==> src/rtl/rf_wb_arbiter_pkg.sv <==
// Shared defaults and helpers for the register-file writeback arbiter.
package rf_wb_arbiter_pkg;

   localparam int AW_DEF         = 5;
   localparam int DW_DEF         = 32;
   localparam int STARVE_MAX_DEF = 4;
   localparam int MAX_OUT_DEF    = 2;

   localparam logic [4:0] REG_ZERO = 5'd0;

   function automatic logic reg_busy(
      input logic [31:0] b,
      input logic [4:0]  r
   );
      return (r != REG_ZERO) && b[r];
   endfunction

endpackage

==> src/rtl/rf_scoreboard.sv <==
// Pending-write scoreboard for MDU destinations: busy bits,
// outstanding count, issue flow control and decode hazard.
module rf_scoreboard
   import rf_wb_arbiter_pkg::*;
#(
   parameter int MAX_OUT = MAX_OUT_DEF
) (
   input  logic        clk,
   input  logic        rst,
   input  logic        iss_valid,
   input  logic [4:0]  iss_wa,
   output logic        iss_ready,
   input  logic        m_acc,
   input  logic [4:0]  m_wa,
   input  logic [4:0]  rs1,
   input  logic [4:0]  rs2,
   output logic        hazard,
   output logic [31:0] busy_mask
);

   localparam int OCW = $clog2(MAX_OUT + 1);

   logic [31:0]    busy;
   logic [31:0]    busy_nxt;
   logic [OCW-1:0] out_cnt;
   logic [OCW-1:0] out_nxt;
   logic           iss_acc;

   // A pending destination blocks re-issue to avoid WAW reordering.
   assign iss_ready = (out_cnt < OCW'(MAX_OUT))
                   && ((iss_wa == REG_ZERO) || !busy[iss_wa]);
   assign iss_acc   = iss_valid && iss_ready;

   assign hazard    = reg_busy(busy, rs1) || reg_busy(busy, rs2);
   assign busy_mask = busy;

   always_comb begin
      busy_nxt = busy;
      if (m_acc)
         busy_nxt[m_wa] = 1'b0;
      if (iss_acc && (iss_wa != REG_ZERO))
         busy_nxt[iss_wa] = 1'b1;
      busy_nxt[0] = 1'b0;
   end

   always_comb begin
      out_nxt = out_cnt;
      unique case ({iss_acc, m_acc})
         2'b10:   out_nxt = out_cnt + OCW'(1);
         2'b01:   if (out_cnt != '0) out_nxt = out_cnt - OCW'(1);
         default: out_nxt = out_cnt;
      endcase
   end

   always_ff @(posedge clk) begin
      if (!rst) begin
         busy    <= '0;
         out_cnt <= '0;
      end else begin
         busy    <= busy_nxt;
         out_cnt <= out_nxt;
      end
   end

endmodule

==> src/rtl/rf_wb_arbiter.sv <==
// Arbitrates the register-file write port between the pipeline WB
// stage and the MDU, with starvation guard and registered output.
module rf_wb_arbiter
   import rf_wb_arbiter_pkg::*;
#(
   parameter int STARVE_MAX = STARVE_MAX_DEF,
   parameter int MAX_OUT    = MAX_OUT_DEF,
   parameter int DW         = DW_DEF,
   parameter int AW         = AW_DEF
) (
   input  logic          clk,
   input  logic          rst,
   input  logic          p_valid,
   output logic          p_ready,
   input  logic [AW-1:0] p_wa,
   input  logic [DW-1:0] p_wd,
   input  logic          m_valid,
   output logic          m_ready,
   input  logic [AW-1:0] m_wa,
   input  logic [DW-1:0] m_wd,
   input  logic          iss_valid,
   input  logic [AW-1:0] iss_wa,
   output logic          iss_ready,
   input  logic [AW-1:0] rs1,
   input  logic [AW-1:0] rs2,
   output logic          hazard,
   output logic [31:0]   busy_mask,
   output logic          rf_we,
   output logic [AW-1:0] rf_wa,
   output logic [DW-1:0] rf_wd
);

   localparam int SCW = $clog2(STARVE_MAX + 1);

   logic [SCW-1:0] starve_cnt;
   logic           force_m;
   logic           p_acc;
   logic           m_acc;

   assign force_m = m_valid && (starve_cnt == SCW'(STARVE_MAX));
   assign p_ready = !force_m;
   assign m_ready = force_m || !p_valid;
   assign p_acc   = p_valid && p_ready;
   assign m_acc   = m_valid && m_ready;

   always_ff @(posedge clk) begin
      if (!rst) begin
         starve_cnt <= '0;
      end else if (!m_valid || m_acc) begin
         starve_cnt <= '0;
      end else if (p_acc) begin
         starve_cnt <= starve_cnt + SCW'(1);
      end
   end

   // x0 writes are consumed but never pulse rf_we.
   always_ff @(posedge clk) begin
      if (!rst) begin
         rf_we <= 1'b0;
         rf_wa <= '0;
         rf_wd <= '0;
      end else if (p_acc) begin
         rf_we <= (p_wa != '0);
         rf_wa <= p_wa;
         rf_wd <= p_wd;
      end else if (m_acc) begin
         rf_we <= (m_wa != '0);
         rf_wa <= m_wa;
         rf_wd <= m_wd;
      end else begin
         rf_we <= 1'b0;
      end
   end

   rf_scoreboard #(
      .MAX_OUT (MAX_OUT)
   ) u_sb (
      .clk       (clk),
      .rst       (rst),
      .iss_valid (iss_valid),
      .iss_wa    (iss_wa),
      .iss_ready (iss_ready),
      .m_acc     (m_acc),
      .m_wa      (m_wa),
      .rs1       (rs1),
      .rs2       (rs2),
      .hazard    (hazard),
      .busy_mask (busy_mask)
   );

endmodule

==> config.mk <==
export PLATFORM = sky130hd
export DESIGN_NAME = rf_wb_arbiter
export DESIGN_NICKNAME = d
export VERILOG_FILES = /design/src/rtl/rf_wb_arbiter_pkg.sv /design/src/rtl/rf_scoreboard.sv /design/src/rtl/rf_wb_arbiter.sv
export SDC_FILE = /design/constraint.sdc
export NUM_CORES = 1
export LEC_CHECK = 0
export CORE_AREA = 3 3 134 136
export CTS_CLUSTER_SIZE = 12
export DETAILED_ROUTE_END_ITERATION = 7
export DIE_AREA = 0 0 137 139
export DONT_BUFFER_PORTS = 1
export SLEW_MARGIN = 20
export SYNTH_ARGS = -nofsm -noshare
export SYNTH_HDL_FRONTEND = slang
export SYNTH_SLANG_ARGS = --single-unit
==> constraint.sdc <==
create_clock -name clk -period 2.95 [get_ports clk]
set_clock_uncertainty 0.05 [all_clocks]
set_input_delay 0.4425 -clock clk [delete_from_list [all_inputs] [get_ports clk]]
set_output_delay 0.4425 -clock clk [all_outputs]
set_load 0.02 [all_outputs]
; ---- Word level (Yosys, flattened, before mapping)
; Cells that the tools add are included.
[totals]
output_inout_bits = 74
wordCells = 74
reg_bits = 75
inputBits = 94
[classes]
bitwise_logic = 4
order_cmp = 7
addsub = 3
mux = 20
n_eq_ne = 4
n_reduce_logical = 29
[ops]
columns = op, n
row1 = two-way mux 32 bit, 4
row2 = bitwise AND 32 bit, 1
row3 = inverter 32 bit, 1
row4 = bitwise OR 32 bit, 1
row5 = nonzero test 5 bit, 5
row6 = "less-than comparator 5 x 6 -> 1 bit, second input constant", 4
row7 = binary-select mux 1 bit (select 5 bit), 3
row8 = demux 1 bit (select 5 bit), 2
row9 = ">= comparator 5 x 1 -> 1 bit, second input constant", 2
row10 = logical AND 1 bit, 10
row11 = two-way mux 5 bit, 2
row12 = two-way mux 1 bit, 7
row13 = nonzero test 2 bit, 3
row14 = zero test 5 bit, 1
row15 = zero test 1 bit, 4
row16 = logical OR 1 bit, 4
row17 = case mux 2 bit (2 select lines), 1
row18 = "adder 3 x 1 -> 3 bit, second input constant", 1
row19 = "== test 3 bit, second input constant", 1
row20 = "adder 2 x 1 -> 2 bit, second input constant", 1
row21 = "== test 2 x 1 -> 1 bit, second input constant", 1
row22 = "== test 2 bit, second input constant", 1
row23 = "less-than comparator 2 bit, second input constant", 1
row24 = two-way mux 2 bit, 1
row25 = 5 further kinds, 5

; ---- Longest topological paths before layout
[logic_depth]
ltp_word = 9
depth_mapped = 9
mapped_depth_nobuf = 8

; ---- Cells and area by module
; A second synthesis with hierarchy kept.
[hier_totals]
cells_unflattened = 411
area_unflattened_um2 = 4252.8
[modules_own_cells]
columns = module, area_per_inst_um2, n_inst, cells_per_inst, seq_area_each_um2
row1 = rf_scoreboard, 2214.6, 1, 217, 660.6
row2 = rf_wb_arbiter, 2038.2, 1, 194, 820.8

; ---- Worst setup path after synthesis
; No wires, ideal clock.
[synth_path]
kind = in2out
from = input port m_valid
to = output port m_ready
path_buffers = 3
required_ns = 2.457
arrival_ns = 1.777
setup_slack_ns = 0.680
cell_stages = 6
path_cell_list = clkbuf_1 -> nand3_1 -> and2_1 -> inv_1 -> clkbuf_1 -> buf_1
[synth_between]
elab_chain_cells = 2
[synth_lines]
columns = item, line
row1 = "start, declared", rf_wb_arbiter.sv:17  ; input logic m_valid,
row2 = logical AND 1 bit, rf_wb_arbiter.sv:40  ; assign force_m = m_valid && (starve_cnt == SCW'(STARVE_MAX));
row3 = logical OR 1 bit, rf_wb_arbiter.sv:42  ; assign m_ready = force_m || !p_valid;
row4 = "end, declared", rf_wb_arbiter.sv:18  ; output logic m_ready,
; No other way between the ends.

; ---- Final worst setup path
[layout_path]
from = register u_sb.busy[3], in the netlist u_sb.busy_mask[3]
to = output port hazard
[layout_between]
elab_chain_cells = 4
word_cells_on_any_way = 7
cone_classes = 4 x mux / 3 x reduce/logical
[layout_lines]
columns = item, line
row1 = "start, declared", rf_scoreboard.sv:23  ; logic [31:0] busy;
row2 = "start signal, assigned", rf_scoreboard.sv:60  ; busy <= busy_nxt;
row3 = binary-select mux 1 bit (select 5 bit), rf_wb_arbiter_pkg.sv:15  ; return (r != REG_ZERO) && b[r];
row4 = two-way mux 1 bit (implied by the code), rf_wb_arbiter_pkg.sv:15
row5 = logical AND 1 bit, rf_wb_arbiter_pkg.sv:15
row6 = logical OR 1 bit *, rf_scoreboard.sv:34  ; assign hazard = reg_busy(busy, rs1) || reg_busy(busy, rs2);
row7 = "end, declared", rf_wb_arbiter.sv:26  ; output logic hazard,
; Every way passes the cells marked *; elsewhere a longest branch is shown, timed or not. The select of a mux whose other input is x is not followed.

==> results.json <==
{
  "power_leakage_nw": 1.98,
  "floorplan.die.width_um": 137,
  "cts-root-to-sink-buffers": 2,
  "fillers": 1792,
  "cts_tree": "done",
  "regArea_um2": 1480,
  "post_cts_buffers": 0,
  "status": "finished, final reports clean",
  "timing.hold.worst_endpoint": "u_sb.busy_mask[20]",
  "reg2reg_depth": 5,
  "vias": 3485,
  "setup_slack_ns": 0.393,
  "p_int_mw": 2.01,
  "finalSetupViolCount": 0,
  "rd_place_congestion": 0.813,
  "synth.top_cell.area_share_pct": 35.1,
  "yosysUniqueCellTypes": 50,
  "timing.final.max_slew_violations": 0,
  "routed_len_inst_um": 22.4,
  "hpwlAfterDp_um": 10100,
  "syn-cell-area_um2": 4220,
  "worstPathCellList": "mux2_2 > nand2_1 > a21oi_1 > a21oi_1 > mux4_2 > nand2_1",
  "die_height_um": 139,
  "core.rowCount": 48,
  "vdd_drop_max_uv": 273,
  "clock_power_share_pct": 49.2,
  "synth_cells": 416,
  "timing.fmax_mhz": 391,
  "first_pass_iters": 5,
  "synth_enable_flop_cells": 0,
  "switching_power_mw": 0.664,
  "post_layout_nonfiller_instances": 623,
  "regToRegEndpoint": "u_sb.busy_mask[8]",
  "largest_net_degree_at_the_start_of_global_routing": 80,
  "start_kind": "flop",
  "grt_antenna_before_repair": 0,
  "maxCapViolations": 0,
  "grt.total_usage_pct": 14.7,
  "ys_top_cells_by_area": "dfxtp_1 (35%), mux2i_1 (11%), mux4_2 (10%), o211a_1 (8.8%), o211ai_1 (5.3%)",
  "post_place_cells": 607,
  "period_needed_ns": 2.56,
  "cts.reportedPaths.clkPinSlew_ns": 0.06,
  "worst-endpoint-arrival_ns": 2.06,
  "synth-seq-cells": 74,
  "area_leader_netlist": "dfxtp_1",
  "totalWireLength_um": 14000,
  "clkLatencyLatePin_ns": 0.34,
  "worstHoldPathType": "primary input to flop",
  "power_per_cell_area_nw_per_um2": 565,
  "crit_type": "flop to output port",
  "crit_path_max_incr_delay_ns": 0.59,
  "totalNegativeSetupSlack_ns": 0,
  "drc_errors": 0,
  "timing.final.crit_share_pct": 86.7,
  "min_delay_path_depth": 1,
  "globalRoute.totalOverflow": 0,
  "min-delay-start": "iss_wa[0]",
  "holdWs_ns": 0.162,
  "grt_pass1_vias": 3627,
  "numPortBuffers": 0,
  "biggest_fanout_along_the_worst_timing_path": 5,
  "number_of_gates_resized_after_cts": 0,
  "cts_made_buffers": 9,
  "floorplan.initialDensity_pct": 24.8,
  "synth.avg_cell_area_um2": 10.2,
  "post_place_worst_slack_ns": 0.681,
  "nets": 489,
  "async_sr_flop_fraction_pct": 0,
  "drt-vias-per-instance": 5.59,
  "grt_setup_unrepaired": "no",
  "timing.final.hold_violations": 0,
  "slew_at_the_pin_closest_to_its_max_slew_limit_ns": 0.573,
  "clock_tree.root_cell": "clkbuf_16",
  "multi_input_gate_area_um2": 2550,
  "comb_power_share_pct": 8.0,
  "reg2reg_setup_slack_ns": 0.78,
  "syn-num-nets": 512,
  "detail-route-antenna-nets": 0,
  "ctsHoldBuffers": 0,
  "drive_gt1_share_pct": 14.8,
  "sequential_fraction_of_the_synthesis_area_pct": 35.1,
  "dieArea_um2": 19000,
  "num_io_pins": 168,
  "tritoncts_num_sinks": 74,
  "r2r_start": "u_sb.busy_mask[30]",
  "yosysWarnings": 0,
  "p_sw_share_pct": 24.8,
  "crit_slowest_cell": "dfxtp_1",
  "cp-end-kind": "output port",
  "ys_dominant_reg_cell": "dfxtp_1",
  "required_ns": 2.46,
  "first_iter_violations": 225,
  "antennaDiodeCount": 0,
  "relSlewSlack_pct": 61.8,
  "placeableCoreArea_um2": 17100,
  "p_seq_share_pct": 42.8,
  "area_growth_pct": 12.2,
  "grt_pass1_wl_um": 21400,
  "cts-htree-levels": 3
}
## worst max path at each step
| stage | endpoint | start | depth (start not counted) | slack, ns |
|---|---|---|---|---|
| after floorplan | m_ready | m_valid | 6 | 0.68 |
| after global placement | iss_ready | iss_wa[1] | 4 | 0.68 |
| after detailed placement | iss_ready | iss_wa[1] | 4 | 0.68 |
| after CTS | iss_ready | u_sb.busy_mask[4] | 4 | 0.33 |
| after global routing | hazard | u_sb.busy_mask[2] | 6 | 0.26 |
| final | hazard | u_sb.busy_mask[3] | 6 | 0.39 |
## synthesized netlist by cell type, types with 2 or more instances
cell type	count
dfxtp_1	74
nand2_1	50
mux2i_1	47
o211a_1	37
o211ai_1	30
clkbuf_1	22
mux4_2	19
o21ai_1	16
nand3_1	13
o31ai_1	10
buf_1	8
nand3b_1	8
nor2_1	8
a21oi_1	7
buf_2	7
inv_1	5
nor2b_1	5
o41ai_1	4
and2_1	3
mux2_2	3
nor3b_1	3
o21ai_0	3
a21boi_0	2
buf_6	2
ha_1	2
mux4_1	2
o41ai_2	2
or3b_2	2
## sequential cells by signal (all words and copies together), names as in the netlist
name            cells
u_sb.busy_mask     31
u_sb.out_cnt        2
rf_we               1
starve_cnt          3
rf_wa               5
rf_wd              32
## power groups by stage
| stage | Clock [mW] | Combinational, mW | Sequential [mW] |
|---|---|---|---|
| 2_1_floorplan | 0 | 0.232 | 1.15 |
| 3_5_place_dp | 0 | 0.213 | 1.17 |
| 4_1_cts | 1.34 | 0.214 | 1.15 |
| 5_1_grt | 1.40 | 0.236 | 1.15 |
| 6_report | 1.32 | 0.213 | 1.15 |
| 3_3_place_gp | 0 | 0.206 | 1.17 |
## kinds of logic (layout without fill, tap and decap cells)
logic type,after synthesis,count (layout),synth area share [%]
AOI/OAI and AO/OA,116,116,22.3
and+or+nand+nor,106,106,13.7
DFF,74,74,35.1
muxes,71,71,23.3
buffers and inverters,45,27,4.65
adders and majority gates,2,2,0.592
other,1,1,0.0888
xor gates and xnor gates,1,1,0.207
## placed cells by master (no fill, tap or decap), types with 9 or more instances in the layout
| master | n |
|---|---|
| nand3_1 | 13 |
| o21ai_1 | 16 |
| o211ai_1 | 30 |
| mux4_2 | 19 |
| o31ai_1 | 10 |
| o211a_1 | 37 |
| dfxtp_1 | 74 |
| clkbuf_16 | 9 |
| nand2_1 | 50 |
| mux2i_1 | 47 |
## routing by layer
metal / wire length [um] / track usage, %
met1: 5130 / 16.3
met5: 0 / 0
met4: 278 / 5.78
met2: 6740 / 24.5
met3: 1830 / 6.79
## per-stage QoR
stage | utilization [%] | power, mW | instance area [um^2]
CTS | 27.8 | 2.70 | 4740
detailed placement | 25.7 | 1.38 | 4390
finish | 27.8 | 2.68 | 4740
floorplan | - | 1.38 | 4220
global route | 27.8 | 2.79 | 4740
global placement | 25.7 | 1.37 | 4390
## worst max-delay path: cells and delay by family, from the launching register on
kind               cells  cell delay, ns
AOI/OAI and AO/OA      2            0.20
muxes                  2            0.69
and+or+nand+nor        2            0.24
DFF                    1            0.59
## layout make-up
class,count,share of cell area [%]
Clock buffer,10,5.04
Timing Repair Buffer,6,1.21
Sequential cell,74,31.3
Inverter,5,0.396
Tap cell,225,5.94
Clock inverter,6,2.40
Multi-Input combinational cell,297,53.7
(Power assumes the default switching activity.)
